[src/rtl/branch_target_buffer_if.sv]
// Fetch/execute-facing bundle of the branch target buffer: lookup request,
// registered response, resolved-branch update and the flush strobe.
interface branch_target_buffer_if #(
  parameter int PC_W = 32
);
  logic            flush;
  logic            lookup_valid;
  logic [PC_W-1:0] lookup_pc;
  logic            resp_valid;
  logic            resp_hit;
  logic            resp_taken;
  logic [PC_W-1:0] resp_target;
  logic            update_valid;
  logic [PC_W-1:0] update_pc;
  logic [PC_W-1:0] update_target;
  logic            update_taken;

  // Pipeline side: issues lookups/updates, consumes responses.
  modport master (
    output flush, lookup_valid, lookup_pc, update_valid, update_pc, update_target, update_taken,
    input  resp_valid, resp_hit, resp_taken, resp_target
  );

  modport slave (
    input  flush, lookup_valid, lookup_pc, update_valid, update_pc, update_target, update_taken,
    output resp_valid, resp_hit, resp_taken, resp_target
  );
endinterface

[src/rtl/branch_target_buffer.sv]
// Direct-mapped branch target buffer with a 2-bit saturating direction counter
// per entry; one-cycle registered lookup, read-before-write against updates.
module branch_target_buffer #(
  parameter int ENTRIES = 16,
  parameter int PC_W    = 32
) (
  input  logic                  clk,
  input  logic                  rst_n,
  branch_target_buffer_if.slave bus
);
  localparam int IDX_W = $clog2(ENTRIES);
  localparam int TAG_W = PC_W - IDX_W - 2;

  function automatic logic [1:0] ctr_step(input logic [1:0] ctr, input logic taken);
    logic [1:0] nxt;
    if (taken) begin
      if (ctr == 2'b11) nxt = 2'b11;
      else              nxt = ctr + 2'b01;
    end else begin
      if (ctr == 2'b00) nxt = 2'b00;
      else              nxt = ctr - 2'b01;
    end
    return nxt;
  endfunction

  logic [ENTRIES-1:0]      valid_q, valid_d;
  logic [ENTRIES-1:0][1:0] ctr_q, ctr_d;
  logic [TAG_W-1:0]        tag_q [ENTRIES];
  logic [PC_W-1:0]         tgt_q [ENTRIES];

  logic            resp_valid_q, resp_valid_d;
  logic            resp_hit_q, resp_hit_d;
  logic            resp_taken_q, resp_taken_d;
  logic [PC_W-1:0] resp_target_q, resp_target_d;

  logic [IDX_W-1:0] lk_idx_s, up_idx_s;
  logic [TAG_W-1:0] lk_tag_s, up_tag_s;
  logic             lk_hit_s, up_hit_s, store_we_s;
  logic             unused_pc_bits_s;

  assign lk_idx_s = bus.lookup_pc[IDX_W+1:2];
  assign lk_tag_s = bus.lookup_pc[PC_W-1:IDX_W+2];
  assign up_idx_s = bus.update_pc[IDX_W+1:2];
  assign up_tag_s = bus.update_pc[PC_W-1:IDX_W+2];
  assign unused_pc_bits_s = ^{bus.lookup_pc[1:0], bus.update_pc[1:0]};

  assign lk_hit_s   = valid_q[lk_idx_s] && (tag_q[lk_idx_s] == lk_tag_s);
  assign up_hit_s   = valid_q[up_idx_s] && (tag_q[up_idx_s] == up_tag_s);
  // Any taken update writes tag and target: refresh on hit, allocate on miss.
  assign store_we_s = !bus.flush && bus.update_valid && bus.update_taken;

  // Next valid/counter state; flush wins over a concurrent update.
  always_comb begin
    valid_d = valid_q;
    ctr_d   = ctr_q;
    if (bus.flush) begin
      valid_d = {ENTRIES{1'b0}};
    end else if (bus.update_valid) begin
      if (up_hit_s) begin
        ctr_d[up_idx_s] = ctr_step(ctr_q[up_idx_s], bus.update_taken);
      end else if (bus.update_taken) begin
        valid_d[up_idx_s] = 1'b1;
        ctr_d[up_idx_s]   = 2'b10;
      end else begin
        valid_d = valid_q;
      end
    end else begin
      valid_d = valid_q;
    end
  end

  // Response uses pre-update contents, so same-cycle updates are not visible.
  always_comb begin
    resp_valid_d  = bus.lookup_valid && !bus.flush;
    resp_hit_d    = resp_valid_d && lk_hit_s;
    resp_taken_d  = resp_hit_d && ctr_q[lk_idx_s][1];
    if (resp_hit_d) begin
      resp_target_d = tgt_q[lk_idx_s];
    end else begin
      resp_target_d = {PC_W{1'b0}};
    end
  end

  // Control state and response registers.
  always_ff @(posedge clk or negedge rst_n) begin
    if (!rst_n) begin
      valid_q       <= {ENTRIES{1'b0}};
      ctr_q         <= {ENTRIES{2'b01}};
      resp_valid_q  <= 1'b0;
      resp_hit_q    <= 1'b0;
      resp_taken_q  <= 1'b0;
      resp_target_q <= {PC_W{1'b0}};
    end else begin
      valid_q       <= valid_d;
      ctr_q         <= ctr_d;
      resp_valid_q  <= resp_valid_d;
      resp_hit_q    <= resp_hit_d;
      resp_taken_q  <= resp_taken_d;
      resp_target_q <= resp_target_d;
    end
  end

  // Tag/target storage is qualified by valid, so it carries no reset.
  always_ff @(posedge clk) begin
    if (store_we_s) begin
      tag_q[up_idx_s] <= up_tag_s;
      tgt_q[up_idx_s] <= bus.update_target;
    end
  end

  assign bus.resp_valid  = resp_valid_q;
  assign bus.resp_hit    = resp_hit_q;
  assign bus.resp_taken  = resp_taken_q;
  assign bus.resp_target = resp_target_q;
endmodule

[src/flat_wrapper.sv]
// flat-port wrapper written by rule: the top's interface ports become plain ports
module branch_target_buffer_flat 
#(
  parameter int ENTRIES = 16,
  parameter int PC_W    = 32
)
  (clk, rst_n, bus_flush, bus_lookup_valid, bus_lookup_pc, bus_update_valid, bus_update_pc, bus_update_target, bus_update_taken, bus_resp_valid, bus_resp_hit, bus_resp_taken, bus_resp_target);
  branch_target_buffer_if #(.PC_W(PC_W)) bus_i ();
  input  logic clk;
  input  logic rst_n;
  input wire logic [$bits(bus_i.flush)-1:0] bus_flush;
  input wire logic [$bits(bus_i.lookup_valid)-1:0] bus_lookup_valid;
  input wire logic [$bits(bus_i.lookup_pc)-1:0] bus_lookup_pc;
  input wire logic [$bits(bus_i.update_valid)-1:0] bus_update_valid;
  input wire logic [$bits(bus_i.update_pc)-1:0] bus_update_pc;
  input wire logic [$bits(bus_i.update_target)-1:0] bus_update_target;
  input wire logic [$bits(bus_i.update_taken)-1:0] bus_update_taken;
  output wire logic [$bits(bus_i.resp_valid)-1:0] bus_resp_valid;
  output wire logic [$bits(bus_i.resp_hit)-1:0] bus_resp_hit;
  output wire logic [$bits(bus_i.resp_taken)-1:0] bus_resp_taken;
  output wire logic [$bits(bus_i.resp_target)-1:0] bus_resp_target;
  assign bus_i.flush = bus_flush;
  assign bus_i.lookup_valid = bus_lookup_valid;
  assign bus_i.lookup_pc = bus_lookup_pc;
  assign bus_i.update_valid = bus_update_valid;
  assign bus_i.update_pc = bus_update_pc;
  assign bus_i.update_target = bus_update_target;
  assign bus_i.update_taken = bus_update_taken;
  assign bus_resp_valid = bus_i.resp_valid;
  assign bus_resp_hit = bus_i.resp_hit;
  assign bus_resp_taken = bus_i.resp_taken;
  assign bus_resp_target = bus_i.resp_target;
  branch_target_buffer #(.ENTRIES(ENTRIES), .PC_W(PC_W)) u_core (.clk(clk), .rst_n(rst_n), .bus(bus_i));
endmodule
[config.mk]
export PLATFORM = sky130hd
export DESIGN_NAME = branch_target_buffer_flat
export DESIGN_NICKNAME = d
export VERILOG_FILES = /design/src/rtl/branch_target_buffer_if.sv /design/src/rtl/branch_target_buffer.sv /design/src/flat_wrapper.sv
export SDC_FILE = /design/constraint.sdc
export NUM_CORES = 1
export LEC_CHECK = 0
export CORE_ASPECT_RATIO = 0.5
export CORE_MARGIN = 8
export CORE_UTILIZATION = 55
export DETAILED_ROUTE_END_ITERATION = 8
export PLACE_DENSITY = 0.76
export SETUP_SLACK_MARGIN = 0.2
export SLEW_MARGIN = 20
export SYNTH_ARGS = -nofsm -noshare
export SYNTH_HDL_FRONTEND = slang
export SYNTH_SLANG_ARGS = --single-unit
[constraint.sdc]
create_clock -name clk -period 3.42 [get_ports clk]
set_input_delay 0.513 -clock clk [delete_from_list [all_inputs] [get_ports clk]]
set_output_delay 0.513 -clock clk [all_outputs]
set_load 0.02 [all_outputs]
## Word-level counts from Yosys, hierarchy flattened

Memories as Yosys holds them, arrays and structs flattened.
Index checks and enable logic that the tools add are counted.

| cells by class | value |
|---|---|
| reduce and logical (&&, ||, !) cells | 15 |
| order comparisons | 3 |
| bitwise logic cells | 5 |
| mux-type cells | 28 |
| equality and inequality tests | 4 |
| add/subtract/negate cells | 2 |

Operators with widths:

| cell | number |
|---|---|
| $mux W32 | 3 |
| $mux W16 | 4 |
| $eq A26 B26 Y1 | 2 |
| $bwmux W32 | 1 |
| $or A16 B16 Y16 | 2 |
| $mux W2 | 9 |
| $and A16 B16 Y16 | 1 |
| $bmux W2 S4 | 2 |
| $not A16 Y16 | 1 |
| $lt A4 B5 Y1 const B | 2 |
| $bmux W1 S4 | 2 |
| $demux W2 S4 | 1 |
| $logic_and A1 B1 Y1 | 8 |
| $reduce_and A3 Y1 | 2 |
| $reduce_bool A2 Y1 | 3 |
| $mux W1 | 5 |
| $demux W1 S4 | 1 |
| $ge A4 B1 Y1 const B | 1 |
| $add A2 B1 Y2 const B | 1 |
| $eq A2 B2 Y1 const B | 1 |
| $logic_not A2 Y1 | 1 |
| $ne A2 B2 Y1 const B | 1 |
| $sub A2 B1 Y2 const B | 1 |
| $logic_not A1 Y1 | 1 |
| $not A1 Y1 | 1 |

| storage, ports and cells | value |
|---|---|
| input port bits | 102 |
| bits in registers | 83 |
| word-level logic and storage cells | 80 |
| memory bits (writable) | 928 |
| memories kept | 2 |
| output and inout bits | 35 |

Memories:

| memory | words | width | read ports | clocked after memory_dff | write ports | line | text |
|---|---|---|---|---|---|---|---|
| u_core.tgt_q | 16 | 32 | 1 | 0 | 1 | branch_target_buffer.sv:29 | `logic [PC_W-1:0] tgt_q [ENTRIES];` |
| u_core.tag_q | 16 | 26 | 2 | 0 | 1 | branch_target_buffer.sv:28 | `logic [TAG_W-1:0] tag_q [ENTRIES];` |

## Depth between registers and ports, before layout

| logic depth | value |
|---|---|
| word-level depth | 10 |
| depth in mapped cells | 15 |
| gate-level depth less buffers | 9 |

## Least setup slack after synthesis

OpenSTA, ideal clock, no wires.

| path | value |
|---|---|
| kind | input port to flip-flop |
| from | in bus_update_pc[5] |
| to | mem u_core.tag_q[0][0] (netlist bit) (enable) |
| path buffers | 6 |
| setup time | 0.474 ns |
| data required time | 2.946 ns |
| stages on the path | 8 |
| setup slack | -1.324 ns |
| arrival | 4.270 ns |
| cell sequence | buf_2 -> buf_4 -> buf_4 -> buf_2 -> buf_2 -> or2_2 -> clkbuf_1 -> nor2_1 |

RTL lines:

| element | line | text |
|---|---|---|
| from (decl) | flat_wrapper.sv:15 | `input wire logic [$bits(bus_i.update_pc)-1:0] bus_update_pc;` |
| to (decl) | branch_target_buffer.sv:28 |  |

Straight into the memory's write port.

==> report_table.html <==
<table>
<tr><th>Metric</th><th>Value</th></tr>
<tr><th colspan="2">Floorplanning</th></tr>
<tr><td>Starting density of the core</td><td>0.5556</td></tr>
<tr><td>Core outline area</td><td>0.07729 mm2</td></tr>
<tr><td>I/O Pins</td><td>137</td></tr>
<tr><td>Full die area</td><td>0.08781 mm2</td></tr>
<tr><td>Floorplan die width</td><td>411.2 um</td></tr>
<tr><td>Core Rows</td><td>72</td></tr>
<tr><td>Height of the die</td><td>213.6 um</td></tr>
<tr><th colspan="2">Worst setup path</th></tr>
<tr><td>Highest-delay cell along the critical path</td><td>sky130_fd_sc_hd__nor4_1</td></tr>
<tr><td>Cell-by-cell trace of the critical path</td><td>mux4_2, mux4_2, xor2_1, nor4_1, buf_4, nand4_1, buf_4, buf_12, nor2b_1</td></tr>
<tr><td>Critical path endpoint category</td><td>register</td></tr>
<tr><td>Worst Path Class, Setup</td><td>reg2reg</td></tr>
<tr><td>Required time at the worst-slack endpoint</td><td>4000 ps</td></tr>
<tr><td>Critical path peak fanout</td><td>20</td></tr>
<tr><td>Dominant delay contributor by cell family on the critical path</td><td>multiplexers</td></tr>
<tr><td>Launching element type of the critical path</td><td>register</td></tr>
<tr><td>Worst path arrival time</td><td>3770 ps</td></tr>
<tr><td>Crit-path max cell delay</td><td>530 ps</td></tr>
<tr><td>Buf+Inv Stages, Crit Path</td><td>3</td></tr>
<tr><th colspan="2">Clock tree</th></tr>
<tr><td>Total setup buffers inserted after CTS</td><td>0</td></tr>
<tr><td>Max H-tree Level</td><td>3</td></tr>
<tr><td>Reg clk slew, reported paths</td><td>70 ps</td></tr>
<tr><td>CTS Buf Count</td><td>86</td></tr>
<tr><td>Clock Root Buffer</td><td>sky130_fd_sc_hd__clkbuf_16</td></tr>
<tr><td>Clock tree from TritonCTS</td><td>built</td></tr>
<tr><td>TritonCTS Sinks</td><td>1011</td></tr>
<tr><td>Maximum count of clock buffers along a single path</td><td>3</td></tr>
<tr><td>Clock insertion delay at the later pin of the skew report</td><td>680 ps</td></tr>
<tr><th colspan="2">Yosys</th></tr>
<tr><td>Synthesis Warnings</td><td>0</td></tr>
<tr><td>Ranking of synthesized cells by area</td><td>sky130_fd_sc_hd__edfxtp_1 (65%), sky130_fd_sc_hd__mux4_2 (20%), sky130_fd_sc_hd__dfrtp_1 (3.9%)</td></tr>
<tr><td>Share of synthesized area occupied by flip-flops and latches</td><td>0.6978</td></tr>
<tr><td>Flip-flop and latch count after synthesis</td><td>1011</td></tr>
<tr><td>Post-synthesis instance total</td><td>2047</td></tr>
<tr><td>Mean instance size in the synthesized netlist</td><td>20.98 um2</td></tr>
<tr><td>Post-synthesis instance area</td><td>0.04294 mm2</td></tr>
<tr><td>Number of synthesized flops with an enable pin</td><td>928</td></tr>
<tr><td>Area share of the largest cell type after synthesis</td><td>0.6490</td></tr>
<tr><td>Leading cell types by count after synthesis</td><td>sky130_fd_sc_hd__edfxtp_1 (928), sky130_fd_sc_hd__mux4_2 (373), sky130_fd_sc_hd__mux2i_1 (87)</td></tr>
<tr><td>Largest area contributor in the netlist</td><td>sky130_fd_sc_hd__edfxtp_1</td></tr>
<tr><td>Syn nets</td><td>2149</td></tr>
<tr><td>Number of different library cells in the post-synthesis netlist</td><td>56</td></tr>
<tr><td>Most frequently used flop master after synthesis</td><td>sky130_fd_sc_hd__edfxtp_1</td></tr>
<tr><td>Most frequent cell after synthesis</td><td>sky130_fd_sc_hd__edfxtp_1</td></tr>
<tr><td>Share of synthesized flip-flops with an asynchronous set or reset</td><td>0.08210</td></tr>
<tr><th colspan="2">Timing</th></tr>
<tr><td>Slew at the pin closest to its max-slew limit</td><td>869.2 ps</td></tr>
<tr><td>Post-route clock skew</td><td>29.72 ps</td></tr>
<tr><td>Shortest clock period the worst path allows after layout</td><td>3181 ps</td></tr>
<tr><td>Hold Slack</td><td>489.0 ps</td></tr>
<tr><td>Hold violation total from the final report</td><td>0</td></tr>
<tr><td>Count of endpoints failing setup in the final report</td><td>0</td></tr>
<tr><td>Setup repair after global routing missed its margin</td><td>yes</td></tr>
<tr><td>Highest attainable clock frequency</td><td>314.4 MHz</td></tr>
<tr><td>Post-route clock period utilization</td><td>0.9300</td></tr>
<tr><td>Slew Limit Fails</td><td>0</td></tr>
<tr><td>Remaining max-slew budget at the tightest pin</td><td>0.4206</td></tr>
<tr><th colspan="2">Route</th></tr>
<tr><td>Total via count in the routed design</td><td>23450</td></tr>
<tr><td>Average wire per standard cell</td><td>32.81 um</td></tr>
<tr><td>DR DRC count</td><td>0</td></tr>
<tr><td>DRC marker count from the first detailed-route iteration</td><td>3433</td></tr>
<tr><td>Routed wire length</td><td>113.7 mm</td></tr>
<tr><td>Pre-antenna DRT Iters</td><td>6</td></tr>
<tr><td>Antenna Nets Post-Route</td><td>0</td></tr>
<tr><td>Per-cell via count in the routed design</td><td>6.765</td></tr>
<tr><th colspan="2">Cells and area</th></tr>
<tr><td>Area delta synth-&gt;final</td><td>16.94%</td></tr>
<tr><td>Final Non-Filler Cells</td><td>3466</td></tr>
<tr><td>Nets</td><td>2460</td></tr>
<tr><td>Layout filler cell count</td><td>4917</td></tr>
<tr><td>Sequential standard cell area</td><td>0.02996 mm2</td></tr>
<tr><td>Post-route cell area</td><td>0.05022 mm2</td></tr>
<tr><td>Ratio of cells with drive above 1 in the final layout</td><td>0.3236</td></tr>
<tr><td>Area of combinational cells with multiple inputs</td><td>0.01221 mm2</td></tr>
<tr><th colspan="2">Run</th></tr>
<tr><td>Total of max-cap violations</td><td>0</td></tr>
<tr><th colspan="2">Place</th></tr>
<tr><td>Number of instances in the placed design</td><td>3305</td></tr>
<tr><td>Routability-driven placement congestion ratio</td><td>0.9187</td></tr>
<tr><td>Total of buffers placed on input and output ports</td><td>132</td></tr>
<tr><td>Standard cell area after detailed placement</td><td>0.04724 mm2</td></tr>
<tr><td>Post-detail-place hpwl</td><td>64.54 mm</td></tr>
<tr><th colspan="2">Min path</th></tr>
<tr><td>Worst min-delay path category</td><td>in2async</td></tr>
<tr><th colspan="2">Global routing</th></tr>
<tr><td>Pin count of the biggest net entering global routing</td><td>102</td></tr>
<tr><td>Overflow left after global routing</td><td>0</td></tr>
<tr><td>Antenna violations before repair</td><td>1</td></tr>
<tr><td>Global-route usage over all layers</td><td>0.2575</td></tr>
<tr><td>Via count of the first global-routing pass</td><td>24100</td></tr>
<tr><td>Global-route wire length before repair</td><td>164.9 mm</td></tr>
<tr><th colspan="2">Pwr</th></tr>
<tr><td>Overall power consumption</td><td>25.75 mW</td></tr>
<tr><td>Peak supply drop</td><td>0.3786 mV</td></tr>
<tr><td>Power Dens Cells</td><td>512.8 mW/mm2</td></tr>
<tr><td>Leakage power figure</td><td>16.50 nW</td></tr>
<tr><th colspan="2">Run status</th></tr>
<tr><td>Status</td><td>completed</td></tr>
</table>
area by class of cell:
| class | count | share of cell area |
|---|---|---|
| Antenna cell | 1 | 0.00004983 |
| Clock buffer | 108 | 0.04697 |
| Clock inverter | 51 | 0.01164 |
| Inverter | 47 | 0.003513 |
| Multi-Input combinational cell | 859 | 0.2431 |
| Sequential cell | 1011 | 0.5967 |
| Tap cell | 1036 | 0.02581 |
| Timing Repair Buffer | 353 | 0.07221 |
power by group:
part	total (mW)	leakage [nW]	switching [mW]	internal (mW)
Clock	10.3	1.44	4.58	5.70
Combinational	1.87	5.69	0.985	0.888
Sequential	13.6	9.36	0.0310	13.6
Total	25.8	16.5	5.60	20.2
per-layer routing:
layer  up-vias  wire length [um]  track usage
li1       9270                 -            -
met1     12320             42810       0.3513
met2      1591             55630       0.4219
met3       271             11160      0.05240
met4         0              4108      0.08883
met5         -                 0            0
placed cells by master, fill, tap and decap left out, types with 21 or more instances in the layout:
master,synthesis,routed
sky130_fd_sc_hd__nand2_1,29,29
sky130_fd_sc_hd__a22o_1,21,21
sky130_fd_sc_hd__clkinv_2,0,22
sky130_fd_sc_hd__nor2_1,41,25
sky130_fd_sc_hd__mux2i_1,87,87
sky130_fd_sc_hd__dfrtp_1,67,67
sky130_fd_sc_hd__mux4_2,373,373
sky130_fd_sc_hd__nor2b_1,51,51
sky130_fd_sc_hd__a22oi_1,29,29
sky130_fd_sc_hd__clkdlybuf4s50_1,0,124
sky130_fd_sc_hd__inv_1,47,47
sky130_fd_sc_hd__buf_12,1,51
sky130_fd_sc_hd__buf_4,20,172
sky130_fd_sc_hd__edfxtp_1,928,928
sky130_fd_sc_hd__xnor2_1,42,42
sky130_fd_sc_hd__o22ai_1,23,23
sky130_fd_sc_hd__clkbuf_16,0,89
logic make-up (layout without fill, tap and decap cells):
logic type | after synthesis | after routing | synth area share
xor gates and xnor gates | 59 | 59 | 0.01203
muxes | 472 | 472 | 0.2205
AOI/OAI and AO/OA | 159 | 159 | 0.02800
buffers and inverters | 177 | 559 | 0.02104
DFF | 1011 | 1011 | 0.6978
other | 0 | 1 | 0
adders and majority gates | 2 | 2 | 0.0004662
and+or+nand+nor | 167 | 167 | 0.02022
repair_timing:
action | 4_1_cts | 5_1_grt
hold buffers | 0 | 1
endpoints found under the setup margin | 0 | 27
endpoints found under the hold margin | 0 | 55
gates resized for setup | 0 | 3
flip-flops by register name (all words and copies together), names as in the netlist:
name                    count
u_core.ctr_q               32
u_core.bus.resp_valid       1
u_core.valid_q             16
u_core.tag_q              416
u_core.bus.resp_hit         1
u_core.bus.resp_taken       1
u_core.bus.resp_target     32
u_core.tgt_q              512
final timing paths:
check,startpoint,endpoint,slack [ps],depth (start not counted)
setup / recovery,u_core.tag_q[15][5]$_DFFE_PP_,u_core.bus.resp_target[25]$_DFF_PN0_,240,9
hold / removal,rst_n,u_core.ctr_q[3]$_DFFE_PN0P_,490,2
setup reg to reg,u_core.tag_q[15][5]$_DFFE_PP_,u_core.bus.resp_target[25]$_DFF_PN0_,240,9
hold reg to reg,u_core.ctr_q[15]$_DFFE_PN0P_,u_core.ctr_q[15]$_DFFE_PN0P_,540,2
max in group asynchronous,rst_n,u_core.bus.resp_target[9]$_DFF_PN0_,2140,3
min in group clk,bus_lookup_valid,u_core.bus.resp_valid$_DFF_PN0_,510,2
through the flow:
stage / setup TNS [ps] / util / setup WS [ps]
2_1_floorplan: -90610 / - / -390.6
3_3_place_gp: -12360 / 0.6112 / -244.9
3_5_place_dp: -13110 / 0.6112 / -298.4
4_1_cts: 0 / 0.6493 / 218.9
5_1_grt: 0 / 0.6497 / 195.2
6_report: 0 / 0.6497 / 239.3
Note: power is estimated with default switching activity, not from simulation.
